## src/rtl/ctrl_pkg.sv

```systemverilog
// Shared controller definitions: drain FSM states and default
// array dimensions used by the compute controller and psum drain.
package ctrl_pkg;

    typedef enum logic [1:0] {
        IDLE  = 2'd0,
        RUN   = 2'd1,
        FLUSH = 2'd2,
        DONE  = 2'd3
    } drain_state_t;

    localparam int DEF_ARRAY_ROWS = 3;
    localparam int DEF_DATA_W     = 32;
    localparam int DEF_ROW_STRIDE = 3;
    localparam int DEF_FIFO_DEPTH = 4;

endpackage

```

## src/rtl/psum_fifo.sv

```systemverilog
// Small synchronous FIFO with registered full/empty flags.
// A push while full is taken only when a pop happens in the same cycle.
module psum_fifo #(
    parameter int WIDTH = 64,
    parameter int DEPTH = 4
) (
    input  logic             clk,
    input  logic             rst_n,
    input  logic             clr,
    input  logic             push,
    input  logic             pop,
    input  logic [WIDTH-1:0] din,
    output logic [WIDTH-1:0] dout,
    output logic             full,
    output logic             empty
);

    localparam int AW = (DEPTH > 1) ? $clog2(DEPTH) : 1;

    logic [WIDTH-1:0] mem_q [DEPTH];
    logic [AW-1:0]    wr_ptr_q, wr_ptr_d;
    logic [AW-1:0]    rd_ptr_q, rd_ptr_d;
    logic [AW:0]      cnt_q, cnt_d;
    logic             full_q, full_d;
    logic             empty_q, empty_d;
    logic             do_push, do_pop;

    always_comb begin
        do_pop   = pop && !empty_q;
        do_push  = push && (!full_q || do_pop);
        wr_ptr_d = wr_ptr_q;
        rd_ptr_d = rd_ptr_q;
        cnt_d    = cnt_q;
        if (do_push) wr_ptr_d = wr_ptr_q + 1'b1;
        if (do_pop)  rd_ptr_d = rd_ptr_q + 1'b1;
        if (do_push && !do_pop) cnt_d = cnt_q + 1'b1;
        if (do_pop && !do_push) cnt_d = cnt_q - 1'b1;
        if (clr) begin
            wr_ptr_d = '0;
            rd_ptr_d = '0;
            cnt_d    = '0;
        end
        full_d  = (cnt_d == (AW+1)'(DEPTH));
        empty_d = (cnt_d == '0);
    end

    always_ff @(posedge clk or negedge rst_n) begin
        if (!rst_n) begin
            wr_ptr_q <= '0;
            rd_ptr_q <= '0;
            cnt_q    <= '0;
            full_q   <= 1'b0;
            empty_q  <= 1'b1;
            for (int i = 0; i < DEPTH; i++) mem_q[i] <= '0;
        end else begin
            wr_ptr_q <= wr_ptr_d;
            rd_ptr_q <= rd_ptr_d;
            cnt_q    <= cnt_d;
            full_q   <= full_d;
            empty_q  <= empty_d;
            if (do_push && !clr) mem_q[wr_ptr_q] <= din;
        end
    end

    assign dout  = mem_q[rd_ptr_q];
    assign full  = full_q;
    assign empty = empty_q;

endmodule

```

## src/rtl/psum_drain.sv

```systemverilog
// Drains per-row partial sums into the output RAM through per-row
// FIFOs, a round-robin arbiter and a single registered write port.
module psum_drain
    import ctrl_pkg::*;
#(
    parameter int ARRAY_ROWS = DEF_ARRAY_ROWS,
    parameter int DATA_W     = DEF_DATA_W,
    parameter int ROW_STRIDE = DEF_ROW_STRIDE,
    parameter int FIFO_DEPTH = DEF_FIFO_DEPTH
) (
    input  logic                               clk,
    input  logic                               rst_n,
    input  logic                               start,
    input  logic [0:ARRAY_ROWS-1]              psum_valid,
    input  logic [0:ARRAY_ROWS-1][DATA_W-1:0]  psum_data,
    input  logic [0:ARRAY_ROWS-1][31:0]        psum_addr,
    input  logic                               ctrl_done,
    output logic                               mem_wr_en,
    output logic [31:0]                        mem_wr_addr,
    output logic [DATA_W-1:0]                  mem_wr_data,
    input  logic                               mem_wr_ready,
    output logic                               busy,
    output logic                               drain_done,
    output logic                               overflow,
    output logic [15:0]                        write_count
);

    localparam int FW = 32 + DATA_W;
    localparam int PW = (ARRAY_ROWS > 1) ? $clog2(ARRAY_ROWS) : 1;

    drain_state_t state_q, state_d;

    logic [FW-1:0]         fifo_dout [ARRAY_ROWS];
    logic [ARRAY_ROWS-1:0] fifo_full, fifo_empty, push, pop;
    logic                  clr, running, found, can_take, do_pop, drop;
    logic [PW-1:0]         ptr_q, ptr_d, grant, cand;

    logic              wr_en_q, wr_en_d;
    logic [31:0]       wr_addr_q, wr_addr_d;
    logic [DATA_W-1:0] wr_data_q, wr_data_d;
    logic              busy_q, busy_d;
    logic              done_q, done_d;
    logic              ovf_q, ovf_d;
    logic [15:0]       wcnt_q, wcnt_d;

    function automatic logic [PW-1:0] wrap_row(input int v);
        return (v >= ARRAY_ROWS) ? PW'(v - ARRAY_ROWS) : PW'(v);
    endfunction

    for (genvar r = 0; r < ARRAY_ROWS; r++) begin : g_row
        logic [FW-1:0] din;
        assign din = {32'(r * ROW_STRIDE) + psum_addr[r], psum_data[r]};
        psum_fifo #(
            .WIDTH(FW),
            .DEPTH(FIFO_DEPTH)
        ) u_fifo (
            .clk  (clk),
            .rst_n(rst_n),
            .clr  (clr),
            .push (push[r]),
            .pop  (pop[r]),
            .din  (din),
            .dout (fifo_dout[r]),
            .full (fifo_full[r]),
            .empty(fifo_empty[r])
        );
    end

    always_comb begin
        state_d   = state_q;
        clr       = 1'b0;
        running   = (state_q == RUN) || (state_q == FLUSH);
        found     = 1'b0;
        grant     = '0;
        cand      = '0;
        push      = '0;
        pop       = '0;
        ptr_d     = ptr_q;
        wr_en_d   = wr_en_q;
        wr_addr_d = wr_addr_q;
        wr_data_d = wr_data_q;
        wcnt_d    = wcnt_q;

        for (int r = 0; r < ARRAY_ROWS; r++) push[r] = running && psum_valid[r];

        for (int i = 0; i < ARRAY_ROWS; i++) begin
            cand = wrap_row(int'(ptr_q) + i);
            if (!found && !fifo_empty[cand]) begin
                found = 1'b1;
                grant = cand;
            end
        end

        can_take = !wr_en_q || mem_wr_ready;
        do_pop   = found && can_take;

        if (wr_en_q && mem_wr_ready) begin
            wr_en_d = 1'b0;
            wcnt_d  = wcnt_q + 16'd1;
        end
        if (do_pop) begin
            pop[grant] = 1'b1;
            ptr_d      = wrap_row(int'(grant) + 1);
            wr_en_d    = 1'b1;
            wr_addr_d  = fifo_dout[grant][FW-1:DATA_W];
            wr_data_d  = fifo_dout[grant][DATA_W-1:0];
        end

        // a full FIFO still takes the beat when it is being popped
        drop  = |(push & fifo_full & ~pop);
        ovf_d = ovf_q || drop;

        unique case (state_q)
            IDLE: begin
                if (start) begin
                    state_d = RUN;
                    clr     = 1'b1;
                end
            end
            RUN: begin
                if (ctrl_done) state_d = FLUSH;
            end
            FLUSH: begin
                if (&fifo_empty && !wr_en_q && !(|push)) state_d = DONE;
            end
            DONE: state_d = IDLE;
            default: state_d = IDLE;
        endcase

        if (clr) begin
            ptr_d  = '0;
            ovf_d  = 1'b0;
            wcnt_d = '0;
        end

        busy_d = (state_d != IDLE);
        done_d = (state_d == DONE);
    end

    always_ff @(posedge clk or negedge rst_n) begin
        if (!rst_n) begin
            state_q   <= IDLE;
            ptr_q     <= '0;
            wr_en_q   <= 1'b0;
            wr_addr_q <= '0;
            wr_data_q <= '0;
            busy_q    <= 1'b0;
            done_q    <= 1'b0;
            ovf_q     <= 1'b0;
            wcnt_q    <= '0;
        end else begin
            state_q   <= state_d;
            ptr_q     <= ptr_d;
            wr_en_q   <= wr_en_d;
            wr_addr_q <= wr_addr_d;
            wr_data_q <= wr_data_d;
            busy_q    <= busy_d;
            done_q    <= done_d;
            ovf_q     <= ovf_d;
            wcnt_q    <= wcnt_d;
        end
    end

    assign mem_wr_en   = wr_en_q;
    assign mem_wr_addr = wr_addr_q;
    assign mem_wr_data = wr_data_q;
    assign busy        = busy_q;
    assign drain_done  = done_q;
    assign overflow    = ovf_q;
    assign write_count = wcnt_q;

endmodule

```

## config.mk

```make
export PLATFORM = sky130hd
export DESIGN_NAME = psum_drain
export DESIGN_NICKNAME = d
export VERILOG_FILES = /design/src/rtl/ctrl_pkg.sv /design/src/rtl/psum_fifo.sv /design/src/rtl/psum_drain.sv
export SDC_FILE = /design/constraint.sdc
export NUM_CORES = 1
export LEC_CHECK = 0
export BUFFER_PORTS_ARGS = -buffer_cell sky130_fd_sc_hd__buf_2
export CORE_UTILIZATION = 65
export DETAILED_ROUTE_END_ITERATION = 6
export PLACE_DENSITY = 0.82
export SLEW_MARGIN = 25
export SYNTH_ARGS = -nofsm -noshare
export SYNTH_HDL_FRONTEND = slang
export SYNTH_SLANG_ARGS = --single-unit
export TNS_END_PERCENT = 5
```

## constraint.sdc

```tcl
create_clock -name clk -period 5.4 [get_ports clk]
set_input_delay 1.08 -clock clk [delete_from_list [all_inputs] [get_ports clk]]
set_output_delay 1.08 -clock clk [all_outputs]
set_load 0.05 [all_outputs]
```

# Word-level counts from Yosys, hierarchy flattened
# Cells that the tools add are included.
[totals] regBits=883 input_bits=200 out_inout_bits=84 elab_cells=237
[op_classes] n_addsub=22 magnitude_cmp=19 n_eq_ne=7 mux=74 bitwise=10 n_reduce_logical=69
[op_table] cell="256-bit bitwise mux" n=3
[op_table] cell="64-bit two-way mux" n=11
[op_table] cell="64-bit binary-select mux with 2-bit select" n=4
[op_table] cell="64-bit demux with 2-bit select" n=3
[op_table] cell="2-bit two-way mux" n=24
[op_table] cell="2-bit by 32-bit adder with 32-bit output (first input constant)" n=1
[op_table] cell="3-bit by 32-bit adder with 32-bit output (first input constant)" n=1
[op_table] cell="16-bit two-way mux" n=2
[op_table] cell="3-bit two-way mux" n=10
[op_table] cell="1-bit logical AND" n=28
[op_table] cell="3-bit greater-or-equal comparator (second input constant)" n=7
[op_table] cell="2-bit inverter with 3-bit output" n=7
[op_table] cell="2-bit nonzero test" n=10
[op_table] cell="1-bit zero test" n=18
[op_table] cell="16-bit by 1-bit adder with 16-bit output (second input constant)" n=1
[op_table] cell="2-bit by 1-bit adder with 2-bit output (second input constant)" n=6
[op_table] cell="2-bit by 3-bit less-than comparator with 1-bit output (second input constant)" n=4
[op_table] cell="1-bit two-way mux" n=12
[op_table] cell="3-bit by 1-bit adder with 3-bit output (second input constant)" n=3
[op_table] cell="3-bit equality test (second input constant)" n=3
[op_table] cell="3-bit by 2-bit greater-or-equal comparator with 1-bit output (second input constant)" n=3
[op_table] cell="3-bit zero test" n=3
[op_table] cell="3-bit by 1-bit less-than comparator with 1-bit output (second input constant)" n=3
[op_table] cell="3-bit by 1-bit subtractor with 3-bit output (second input constant)" n=3
[op_table] cell="16 further kinds" n=31

# Depth between registers and ports, before layout
[logic_depth] ltp_word=24 ltp_mapped=13 mapped_depth_nobuf=10

# Modules after synthesis
# A second synthesis with hierarchy kept.
[unflattened] hier_cells=2653 area_unflattened_um2=40756.6
[modules_own_cells] mod="psum_fifo" instances=3 cells_per_inst=673 area_per_inst_um2=11571.1 seq_area_each_um2=6632.6
[modules_own_cells] mod="psum_drain" instances=1 cells_per_inst=634 area_per_inst_um2=6043.3 seq_area_each_um2=2202.1

# Worst setup path after synthesis
# No wires, ideal clock.
[synth_path] kind="input-to-reg" startpoint="input port psum_addr[1] (netlist bit)" endpoint="register g_row[2].u_fifo.mem_q[125] (netlist bit)" setup_time_ns=0.125 arrival_time_ns=2.951 required_ns=5.275 path_slack_ns=2.324 stages=10 path_buffers=0 cell_sequence="inv_1 > ha_1 > nand3b_1 > nor3_1 > nor2b_1 > nand4_1 > nor2_1 > nand4_1 > xnor2_1 > mux2_2"
[synth_via] elab_chain_len=2
[synth_lines] item="start, declared" line="psum_drain.sv:16" text="input logic [0:ARRAY_ROWS-1][31:0] psum_addr,"
[synth_lines] item="3-bit by 32-bit adder with 32-bit output" line="psum_drain.sv:52" text="assign din = {32'(r * ROW_STRIDE) + psum_addr[r], psum_data[r]};"
[synth_lines] item="256-bit bitwise mux" line="psum_fifo.sv:61" text="if (do_push && !clr) mem_q[wr_ptr_q] <= din;"
[synth_lines] item="end signal, assigned by index" line="psum_fifo.sv:61"
[synth_lines] item="end, declared" line="psum_fifo.sv:20" text="logic [WIDTH-1:0] mem_q [DEPTH];"
# No other way between the ends.
# A chain may end at the register's enable or synchronous reset.

# Worst setup path after layout
[layout_path] startpoint="register ptr_q[1]" endpoint="register g_row[1].u_fifo.full_q"
[layout_via] elab_chain_len=24 elab_cells_between_ends=46 classes_between="5 x add/sub; 5 x order compare; 1 x eq/ne; 21 x mux; 14 x reduce/logical"
[layout_lines] item="start, declared" line="psum_drain.sv:36" text="logic [PW-1:0] ptr_q, ptr_d, grant, cand;"
[layout_lines] item="start signal, assigned" line="psum_drain.sv:153" text="ptr_q <= ptr_d;"
[layout_lines] item="2-bit by 1-bit adder with 3-bit output" line="psum_drain.sv:87" text="cand = wrap_row(int'(ptr_q) + i);"
[layout_lines] item="3-bit by 2-bit greater-or-equal comparator with 1-bit output / 2-bit subtractor (equally long branches)" line="psum_drain.sv:47" text="return (v >= ARRAY_ROWS) ? PW'(v - ARRAY_ROWS) : PW'(v);"
[layout_lines] item="2-bit two-way mux" line="psum_drain.sv:47"
[layout_lines] item="1-bit binary-select mux with 2-bit select" line="psum_drain.sv:88" text="if (!found && !fifo_empty[cand]) begin"
[layout_lines] item="1-bit two-way mux (implied by the code)" line="psum_drain.sv:88"
[layout_lines] item="1-bit zero test" line="psum_drain.sv:88"
[layout_lines] item="1-bit logical AND" line="psum_drain.sv:88"
[layout_lines] item="1-bit two-way mux" line="psum_drain.sv:88"
[layout_lines] item="[9 not listed]"
[layout_lines] item="1-bit logical OR" line="psum_fifo.sv:30" text="do_push = push && (!full_q || do_pop);"
[layout_lines] item="1-bit logical AND" line="psum_fifo.sv:30"
[layout_lines] item="1-bit logical AND / 1-bit zero test (equally long branches)" line="psum_fifo.sv:36, psum_fifo.sv:37"
[layout_lines] item="3-bit two-way mux / 1-bit logical AND (equally long branches)" line="psum_fifo.sv:36, psum_fifo.sv:37"
[layout_lines] item="3-bit two-way mux (*)" line="psum_fifo.sv:37" text="if (do_pop && !do_push) cnt_d = cnt_q - 1'b1;"
[layout_lines] item="3-bit two-way mux (*)" line="psum_fifo.sv:38" text="if (clr) begin"
[layout_lines] item="3-bit equality test (*)" line="psum_fifo.sv:43" text="full_d = (cnt_d == (AW+1)'(DEPTH));"
[layout_lines] item="named net g_row[1].u_fifo.full_d" line="psum_fifo.sv:24" text="logic full_q, full_d;"
[layout_lines] item="end signal, assigned" line="psum_fifo.sv:59" text="full_q <= full_d;"
[layout_lines] item="end, declared" line="psum_fifo.sv:24"
# Mark *: on every way through the listed nets, which the timed path passes. The rest lies on a longest branch. The select of a mux whose other input is x is not followed.

==> reports/results.tsv <==
stage	metric	value	unit
run_status	status	completed	
worst_setup_path	rr_startpoint	ptr_q[1]	
route	ant_nets	0	
yosys	syn_area_per_cell	13.6	um^2
clock_network	cts_resized	0	
global_routing	grt_first_pass_wirelength	162000	um
yosys	synth.distinct_cells	62	
clock_network	tritoncts	yes	
global_routing	overflow	0	
route	via_per_inst	6.33	
route	wirelength	103000	um
global_routing	grt_util_met1	0.446	
clock_network	htree_levels	3	
global_routing	grt_pass1_vias	28600	
route	first_pass_iters	5	
die	core_area	61700	um^2
clock_network	clockRootBuffer	clkbuf_16	
worst_setup_path	cp-endpoint	g_row[1].u_fifo.full	
timing	fmax	231	MHz
timing	hold_violations	0	
min_path	hold_path.class	reg2reg	
cells_and_area	nets	3456	
worst_setup_path	ff2ff_setup_slack	1070	ps
timing	finalSetupViolCount	0	
yosys	yosysMostFrequentCell	dfrtp_1	
global_routing	grt_use_met2	0.540	
global_routing	antenna_found_initial	40	
power	cellLeakagePower	0.0207	uW
placement	portBuffers	283	
worst_setup_path	worst_ep_required_time	5940	ps
power	p_per_area	638	nW/um^2
die	io_pins	284	
clock_network	numCtsBuffers	90	
yosys	synthesis.nets	3217	
worst_setup_path	arrival	4860	ps
timing	grt_setup_unrepaired	false	
worst_setup_path	reg2reg_to	g_row[1].u_fifo.full	
placement	dp_hpwl	65700	um
worst_setup_path	startpoint_type	flop	
timing	finClkSkew	23.2	ps
yosys	postSynthCellCount	2988	
placement	placement.cell_area	42600	um^2
timing	period_minus_slack	4330	ps
cells_and_area	final_cell_area	45800	um^2
route	drc	0	
worst_setup_path	end_kind	flop	
power	irDropWorstVdd	0.000632	V
route	wl_per_cell	24.7	um
global_routing	met3_usage	0.0642	
clock_network	hold_buffers	0	
run	cap_violations	0	
yosys	synth_ff_type	dfrtp_1	
worst_setup_path	cp-startpoint	ptr_q[1]	
die	rows	91	
worst_setup_path	criticalPathCategory	reg2reg	
yosys	synth_warnings	0	
die	dieArea	63400	um^2
worst_setup_path	ff2ff_path_depth	10	
cells_and_area	areaGrowthSynthToFinish	12.9	%
route	via_count	26400	
yosys	yosys_register_bits	883	
clock_network	clkSinkCount	883	
timing	period_share	0.801	
cells_and_area	layout-drive-gt1-share	0.296	
placement	place_congestion	0.879	
die	die_x	252	um
timing	maxSlewHeadroom	0.297	
clock_network	max-clock-path-buffers	3	
worst_setup_path	critPathMaxFanout	66	
yosys	synth-edff-count	0	
yosys	ys_seq_area_frac	0.545	
yosys	synthArstFlopShare	1.00	
global_routing	grt.busiest_layer	met2	
global_routing	grt_max_degree	135	
timing	maxSlewViolCount	0	
yosys	synth_common_cells	dfrtp_1, mux2_1, nand2_1	
clock_network	clk_pin_slew	60	ps
die	die_y	252	um
yosys	yosysTopAreaCellShare	0.543	
clock_network	clock_latency	640	ps
die	start_util	0.657	
timing	worst_pin_slew	1050	ps
global_routing	track_usage	0.334	
timing	fin_setup_tns	0	ps
yosys	syn_area	40500	um^2
clock_network	cts_setup_buffers	0	
yosys	netlist_top_cells_area	dfrtp_1, mux4_2, mux2_1	
yosys	yosysTopAreaCell	dfrtp_1	
route	drtIter0Drc	2183	
[state kept, by name, indices dropped and copies added (netlist names), 2 cells and up]
| register | cells |
|---|---|
| write_count | 16 |
| mem_wr_addr | 32 |
| state_q | 2 |
| g_row.u_fifo.rd_ptr_q | 6 |
| g_row.u_fifo.cnt_q | 9 |
| g_row.u_fifo.wr_ptr_q | 6 |
| mem_wr_data | 32 |
| g_row.u_fifo.full | 3 |
| ptr_q | 2 |
| g_row.u_fifo.empty | 3 |
| g_row.u_fifo.mem_q | 768 |
[metal layers]
metal | wire, um | vias up
li1 | - | 11300
met1 | 40600 | 13800
met2 | 50700 | 1033
met3 | 7550 | 256
met4 | 4060 | 22
met5 | 136 | -
[cells by family (layout without fill, tap and decap cells)]
kind of cell / after synthesis / after routing / share of synthesized area
mux: 846 / 846 / 0.288
fa+ha+maj: 29 / 29 / 0.00895
simple gates: 528 / 528 / 0.0560
buf+inv: 230 / 541 / 0.0325
compound gates: 386 / 386 / 0.0511
flops: 883 / 883 / 0.545
xor+xnor: 86 / 86 / 0.0186
other cells: 0 / 34 / 0
[critical path, stage by stage (launching register included)]
cell	delay, ps
dfrtp_1	420
inv_1	100
ha_1	450
mux2i_1	270
mux2i_1	520
mux2i_4	340
buf_4	770
nor2_1	340
a2111oi_0	640
a211oi_1	150
nor3b_1	200
[final cells by class]
type | count | area (um^2)
Tap cell | 837 | 1050
Clock buffer | 130 | 2660
Clock inverter | 34 | 415
Sequential cell | 883 | 22100
Inverter | 36 | 135
Fill cell | 3764 | 16000
Multi-Input combinational cell | 1875 | 17200
Timing Repair Buffer | 341 | 2050
Antenna cell | 34 | 85.1
[report_power, final]
group          internal (uW)  switching [uW]
sequential              9430            1750
clock                   3850            2590
combinational           5000            6590
[worst min-delay path by stage]
stage	slack (ps)	cells past startpoint	endpoint	start
2_1_floorplan	440	2	g_row[1].u_fifo.mem_q[100]	g_row[1].u_fifo.mem_q[100]
3_3_place_gp	460	2	g_row[1].u_fifo.mem_q[165]	g_row[1].u_fifo.mem_q[165]
3_5_place_dp	470	2	g_row[1].u_fifo.mem_q[55]	g_row[1].u_fifo.mem_q[55]
4_1_cts	480	1	g_row[0].u_fifo.mem_q[115]	g_row[0].u_fifo.mem_q[115]
5_1_grt	490	1	g_row[0].u_fifo.mem_q[227]	g_row[0].u_fifo.mem_q[227]
6_report	480	1	g_row[0].u_fifo.mem_q[115]	g_row[0].u_fifo.mem_q[115]
[per-stage QoR]
stage | power, uW | instances | setup slack (ps) | util | hold WS [ps]
2_1_floorplan | 19000 | 2988 | 2320 | - | 445
3_3_place_gp | 21800 | 3971 | 1420 | 0.690 | 456
3_5_place_dp | 22600 | 3971 | 1220 | 0.690 | 468
4_1_cts | 29200 | 4135 | 1150 | 0.740 | 481
5_1_grt | 30600 | 4159 | 828 | 0.741 | 493
6_report | 29200 | 4170 | 1070 | 0.742 | 479
[cell usage in the layout, fill, tap and decap left out, types with 29 or more instances in the layout]
master,n
dfrtp_1,874
diode_2,34
mux4_2,192
inv_1,36
xor2_1,47
ha_1,29
mux2_2,260
buf_2,282
a21oi_1,211
nand2_1,301
o21ai_0,131
nor2_1,114
clkbuf_16,91
mux2_1,378
xnor2_1,39
buf_4,43
Power figures use the tool's default switching activity.
